==> config.mk <==
export PLATFORM = sky130hd
export DESIGN_NAME = mdc_instream_tx_flat
export DESIGN_NICKNAME = d
export VERILOG_FILES = /design/src/rtl/mdc_instream_tx_if.sv /design/src/rtl/mdc_instream_tx.sv /design/src/flat_wrapper.sv
export SDC_FILE = /design/constraint.sdc
export NUM_CORES = 1
export LEC_CHECK = 0
export CAP_MARGIN = 20
export CELL_PAD_IN_SITES_DETAIL_PLACEMENT = 1
export CELL_PAD_IN_SITES_GLOBAL_PLACEMENT = 1
export CORE_ASPECT_RATIO = 1.75
export CORE_MARGIN = 2
export CORE_UTILIZATION = 40
export DETAILED_ROUTE_END_ITERATION = 7
export GPL_TIMING_DRIVEN = 0
export PLACE_DENSITY_LB_ADDON = 0.25
export SLEW_MARGIN = 15
export SYNTH_ARGS = -nofsm -noshare
export SYNTH_HDL_FRONTEND = slang
export SYNTH_SLANG_ARGS = --single-unit
export TNS_END_PERCENT = 30
==> constraint.sdc <==
create_clock -name clock -period 3.3 [get_ports clock]
set_input_delay 0.66 -clock clock [delete_from_list [all_inputs] [get_ports clock]]
set_output_delay 0.66 -clock clock [all_outputs]
set_load 0.01 [all_outputs]
==> src/rtl/mdc_instream_tx_if.sv <==
// rtl/mdc_instream_tx_if.sv - upstream valid/ready and network data/wr/full bundle
interface mdc_instream_tx_if #(
    parameter int DATA_W = 32
) ();
    logic [DATA_W-1:0] in_data;
    logic              in_valid;
    logic              in_ready;
    logic [DATA_W-1:0] tx_data;
    logic              tx_wr;
    logic              tx_full;

    modport master (
        output in_data, in_valid, tx_full,
        input  in_ready, tx_data, tx_wr
    );

    modport slave (
        input  in_data, in_valid, tx_full,
        output in_ready, tx_data, tx_wr
    );
endinterface

==> src/rtl/mdc_instream_tx.sv <==
// rtl/mdc_instream_tx.sv - framed stream transmitter into the network inStream port
module mdc_instream_tx #(
    parameter int DATA_W    = 32,
    parameter int BUF_DEPTH = 2,
    parameter int LEN_W     = 16
) (
    input  logic             clock,
    input  logic             reset,
    input  logic             start,
    input  logic [LEN_W-1:0] len,
    output logic             busy,
    output logic             done,
    output logic [LEN_W-1:0] sent_cnt,
    mdc_instream_tx_if.slave bus
);
    localparam int PTR_W = (BUF_DEPTH > 1) ? $clog2(BUF_DEPTH) : 1;
    localparam int CNT_W = PTR_W + 1;
    localparam logic [CNT_W-1:0] DEPTH_C = CNT_W'(BUF_DEPTH);

    typedef enum logic [1:0] {S_IDLE, S_RUN, S_DONE} state_t;

    state_t            state_q, state_d;
    logic [LEN_W-1:0]  len_q, len_d;
    logic [LEN_W-1:0]  acc_cnt_q, acc_cnt_d;
    logic [LEN_W-1:0]  sent_cnt_q, sent_cnt_d;
    logic [PTR_W-1:0]  rd_ptr_q, rd_ptr_d;
    logic [PTR_W-1:0]  wr_ptr_q, wr_ptr_d;
    logic [CNT_W-1:0]  fifo_cnt_q, fifo_cnt_d;
    logic [DATA_W-1:0] mem_q [BUF_DEPTH];
    logic [DATA_W-1:0] mem_d [BUF_DEPTH];
    logic              run;
    logic              push;
    logic              pop;

    // in_ready depends only on flops; tx_wr is the single combinational path (from tx_full)
    assign run          = (state_q == S_RUN);
    assign bus.in_ready = run && (fifo_cnt_q < DEPTH_C) && (acc_cnt_q < len_q);
    assign bus.tx_wr    = run && (fifo_cnt_q != '0) && !bus.tx_full;
    assign bus.tx_data  = mem_q[rd_ptr_q];
    assign push         = bus.in_valid && bus.in_ready;
    assign pop          = bus.tx_wr;
    assign busy         = run;
    assign done         = (state_q == S_DONE);
    assign sent_cnt     = sent_cnt_q;

    // next-state: FIFO push/pop bookkeeping and job framing FSM
    always_comb begin
        state_d    = state_q;
        len_d      = len_q;
        acc_cnt_d  = acc_cnt_q;
        sent_cnt_d = sent_cnt_q;
        rd_ptr_d   = rd_ptr_q;
        wr_ptr_d   = wr_ptr_q;
        fifo_cnt_d = fifo_cnt_q;
        mem_d      = mem_q;

        if (push) begin
            mem_d[wr_ptr_q] = bus.in_data;
            wr_ptr_d        = wr_ptr_q + PTR_W'(1);
            acc_cnt_d       = acc_cnt_q + LEN_W'(1);
        end
        if (pop) begin
            rd_ptr_d   = rd_ptr_q + PTR_W'(1);
            sent_cnt_d = sent_cnt_q + LEN_W'(1);
        end
        case ({push, pop})
            2'b10:   fifo_cnt_d = fifo_cnt_q + CNT_W'(1);
            2'b01:   fifo_cnt_d = fifo_cnt_q - CNT_W'(1);
            default: fifo_cnt_d = fifo_cnt_q;
        endcase

        case (state_q)
            S_IDLE: begin
                if (start) begin
                    len_d      = len;
                    acc_cnt_d  = '0;
                    sent_cnt_d = '0;
                    state_d    = (len == '0) ? S_DONE : S_RUN;
                end
            end
            // every accepted word has left once sent_cnt equals len, so the FIFO is empty here
            S_RUN:   if (sent_cnt_q == len_q) state_d = S_DONE;
            S_DONE:  state_d = S_IDLE;
            default: state_d = S_IDLE;
        endcase
    end

    // state registers; reset aborts any job and flushes the FIFO
    always_ff @(posedge clock) begin
        if (reset) begin
            state_q    <= S_IDLE;
            len_q      <= '0;
            acc_cnt_q  <= '0;
            sent_cnt_q <= '0;
            rd_ptr_q   <= '0;
            wr_ptr_q   <= '0;
            fifo_cnt_q <= '0;
            for (int i = 0; i < BUF_DEPTH; i++) mem_q[i] <= '0;
        end else begin
            state_q    <= state_d;
            len_q      <= len_d;
            acc_cnt_q  <= acc_cnt_d;
            sent_cnt_q <= sent_cnt_d;
            rd_ptr_q   <= rd_ptr_d;
            wr_ptr_q   <= wr_ptr_d;
            fifo_cnt_q <= fifo_cnt_d;
            mem_q      <= mem_d;
        end
    end
endmodule
==> src/flat_wrapper.sv <==
// flat-port wrapper written by rule: the top's interface ports become plain ports
module mdc_instream_tx_flat 
#(
    parameter int DATA_W    = 32,
    parameter int BUF_DEPTH = 2,
    parameter int LEN_W     = 16
)
  (clock, reset, start, len, busy, done, sent_cnt, bus_in_data, bus_in_valid, bus_tx_full, bus_in_ready, bus_tx_data, bus_tx_wr);
  mdc_instream_tx_if #(.DATA_W(DATA_W)) bus_i ();
  input  logic clock;
  input  logic reset;
  input  logic start;
  input  logic [LEN_W-1:0] len;
  output logic busy;
  output logic done;
  output logic [LEN_W-1:0] sent_cnt;
  input wire logic [$bits(bus_i.in_data)-1:0] bus_in_data;
  input wire logic [$bits(bus_i.in_valid)-1:0] bus_in_valid;
  input wire logic [$bits(bus_i.tx_full)-1:0] bus_tx_full;
  output wire logic [$bits(bus_i.in_ready)-1:0] bus_in_ready;
  output wire logic [$bits(bus_i.tx_data)-1:0] bus_tx_data;
  output wire logic [$bits(bus_i.tx_wr)-1:0] bus_tx_wr;
  assign bus_i.in_data = bus_in_data;
  assign bus_i.in_valid = bus_in_valid;
  assign bus_i.tx_full = bus_tx_full;
  assign bus_in_ready = bus_i.in_ready;
  assign bus_tx_data = bus_i.tx_data;
  assign bus_tx_wr = bus_i.tx_wr;
  mdc_instream_tx #(.DATA_W(DATA_W), .BUF_DEPTH(BUF_DEPTH), .LEN_W(LEN_W)) u_core (.clock(clock), .reset(reset), .start(start), .len(len), .busy(busy), .done(done), .sent_cnt(sent_cnt), .bus(bus_i));
endmodule
==> out/metrics.cfg <==
[power]
p_clk_share_pct=48.5
peakVddDrop_uv=246
p_sw_mw=0.972
seq_power_share_pct=39.2
swShare_pct=25.2
power_density_nw_per_um2=490
p_leak_nw=3.08
combPwrFrac_pct=12.3
p_int_mw=2.89

[clock_tree]
numClockSinks=118
hold_buffers=0
clock_latency_ns=0.41
clockRootBuffer=clkbuf_16
cts_tree=done
clk_path_buf_depth=2
cts-htree-levels=4
cts_made_buffers=17
path_clk_slew_ns=0.06

[sta]
finalHoldViolCount=0
timing.final.max_slew_violations=0
relSlewSlack_pct=53.8
max_freq_mhz=321
finalCritPeriodShare_pct=94.3
min_period_ns=3.11
rsz0062_at_grt=no
clock-skew-final_ns=0.0107
tightest_slew_ns=0.693
setup_viol=0
worst_slack_ns=0.189
setup_tns_ns=0

[synthesis]
ys_types=40
netlist_area_um2=6000
ys_seq_area_share_pct=39.4
synth-seq-cells=118
yosysWarnings=0
avgSynthCellArea_um2=9.27
syn_nets=718
syn_inst=647

[critical_path]
worstSetupStartpointType=flip-flop
required_ns=2.64
cp.arrival_ns=2.45
cp_max_fo=10
timing.reg2reg.setup_slack_ns=0.47
worst_setup_path_end_kind=primary output
rr_endpoint=u_core.mem_q[48]
r2r_cells=9
worstSetupPathType=reg2out
r2r-start=u_core.len_q[14]

[global_routing]
use_met1_pct=22.9
grt_busiest_layer=met2
met3_usage_pct=4.72
grt_pass1_wl_um=28600
gr-usage-all-layers_pct=23.1
grt_max_degree=17
antenna_found_initial=0
met2_usage_pct=44.7
grt-ovfl-total=0
first_global_vias=5737

[placed_design]
port_buffers=103
dp_slack_ns=-0.280
dp_hpwl_um=13800
globalplace.congestion=0.883

[route]
vias=5155
ant_nets=0
vias_per_cell=5.34
wl_um=17800
drt_iter0_markers=136
drt_pass1_iterations=4
detail_route.wl_per_cell_um=18.5
drcViolationCount=0

[hold_path]
hold_path_depth=2
min_to=u_core.mem_q[17]
worstHoldStart=u_core.mem_q[17]
hold_class=reg2reg

[layout]
drive_gt1_share_pct=11.1
final_nets=842
diodes=0
mostFrequentLayoutCells=115 x dfxtp_1, 102 x clkdlybuf4s50_1, 98 x nand2b_1, 69 x mux2i_1, 55 x nand2_1
final_common_cell=dfxtp_1
area_delta_synth_final_pct=31.4

[floorplanning]
initial_core_util_pct=40.6
io_pins=105
die_y_um=166
rows=59
die_x_um=96.6
dieArea_um2=16000
core_um2=14800

[job]
drv_cap=0

[status]
status=completed

how the worst max path moves through the flow:
stage	start	end	slack [ns]
detailed placement	u_core.len_q[13]	bus_in_ready	-0.28
global route	u_core.len_q[9]	bus_in_ready	0.09
global placement	u_core.len_q[13]	bus_in_ready	-0.23
CTS	u_core.len_q[13]	bus_in_ready	0.03
finish	u_core.len_q[9]	bus_in_ready	0.19
floorplan	u_core.len_q[11]	bus_in_ready	0.77
critical path, stage by stage, from the launching register on:
cell and delay (ns):
dfxtp_2 0.38, inv_1 0.06, ha_1 0.30, a21oi_1 0.18
o21ai_0 0.12, a22o_2 0.28, clkbuf_4 0.19, clkbuf_4 0.21
nor3_2 0.15, clkbuf_2 0.16
layer usage:
layer  share of wire [%]  routed length (µm)
met1                  36                6400
met5                   0                   0
met4                 2.9                 524
met3                 4.0                 713
met2                  57               10200
state kept, by name, indices dropped and copies added, names as in the netlist:
register / flops
u_core.fifo_cnt_q: 2
u_core.state_q: 2
u_core.wr_ptr_q: 1
u_core.mem_q: 64
u_core.sent_cnt: 16
u_core.len_q: 16
u_core.rd_ptr_q: 1
u_core.acc_cnt_q: 16
cells in the mapped netlist:
master	n	area, µm²
inv_1	20	75.1
o211ai_1	1	7.51
xnor2_1	6	52.6
clkbuf_1	27	101
o211a_1	1	10.0
mux2i_1	69	691
o21bai_1	1	7.51
mux2_2	32	360
o2111a_1	1	11.3
o31ai_1	8	60.1
ha_1	18	225
nor4_1	14	87.6
xor2_1	28	245
o21ai_0	6	30.0
a211oi_1	1	7.51
nor3_1	6	30.0
and4_1	4	35.0
or3_1	10	62.6
and3_1	2	12.5
buf_1	1	3.75
nor2_1	27	101
dfxtp_1	118	2360
o21a_1	2	15.0
buf_6	6	67.6
nor2b_1	1	6.26
a22oi_1	1	7.51
a22o_1	1	8.76
nand2b_4	1	13.8
buf_2	3	15.0
o31a_1	2	17.5
buf_4	1	7.51
nand3_1	17	85.1
and2_1	2	12.5
nand2_1	55	206
nand2b_1	98	613
o31ai_2	1	12.5
or4_1	8	60.1
a21oi_1	34	170
nand4_1	12	75.1
a2111oi_4	1	27.5
through the flow:
step	hold slack [ns]	instances	utilization, %	total power, mW	instance area, µm²
finish	0.476	965	53.4	3.86	7890
global route	0.489	965	53.4	3.99	7890
CTS	0.480	964	53.3	3.89	7860
detailed placement	0.470	933	49.2	2.02	7260
global placement	0.455	933	49.2	2.00	7260
floorplan	0.445	647	-	1.80	6000
layout make-up:
type / count / area (µm²)
fillers: 1693 / 6880
multi-input cells: 471 / 3390
flip-flops and latches: 118 / 2370
repair buffers: 105 / 1040
clock buffers: 18 / 429
well taps: 183 / 229
plain buffers: 38 / 203
clock inverters: 12 / 156
inverters: 20 / 75.1
logic make-up after synthesis:
family	count (synthesis)	synth area share, %
AND/OR/NAND/NOR	257	23.4
buffers and inverters	58	4.50
adder cells (fa/ha/maj)	18	3.75
flip-flops	118	39.4
multiplexers	101	17.5
XOR/XNOR	34	4.96
AO/OA/AOI/OAI	61	6.55
power by group through the flow:
stage | clock, mW | sequential [mW] | combinational, mW
3_3_place_gp | 0 | 1.54 | 0.457
6_report | 1.87 | 1.51 | 0.474
3_5_place_dp | 0 | 1.54 | 0.474
4_1_cts | 1.90 | 1.51 | 0.477
2_1_floorplan | 0 | 1.53 | 0.273
5_1_grt | 1.95 | 1.52 | 0.518
what timing repair did:
action                                  in CTS  in global routing
buffers inserted                             1                  0
pin swaps                                    1                  0
gates resized for setup                      7                  7
endpoints found under the setup margin       1                  1
No activity file was read; power rests on OpenSTA's default activity.
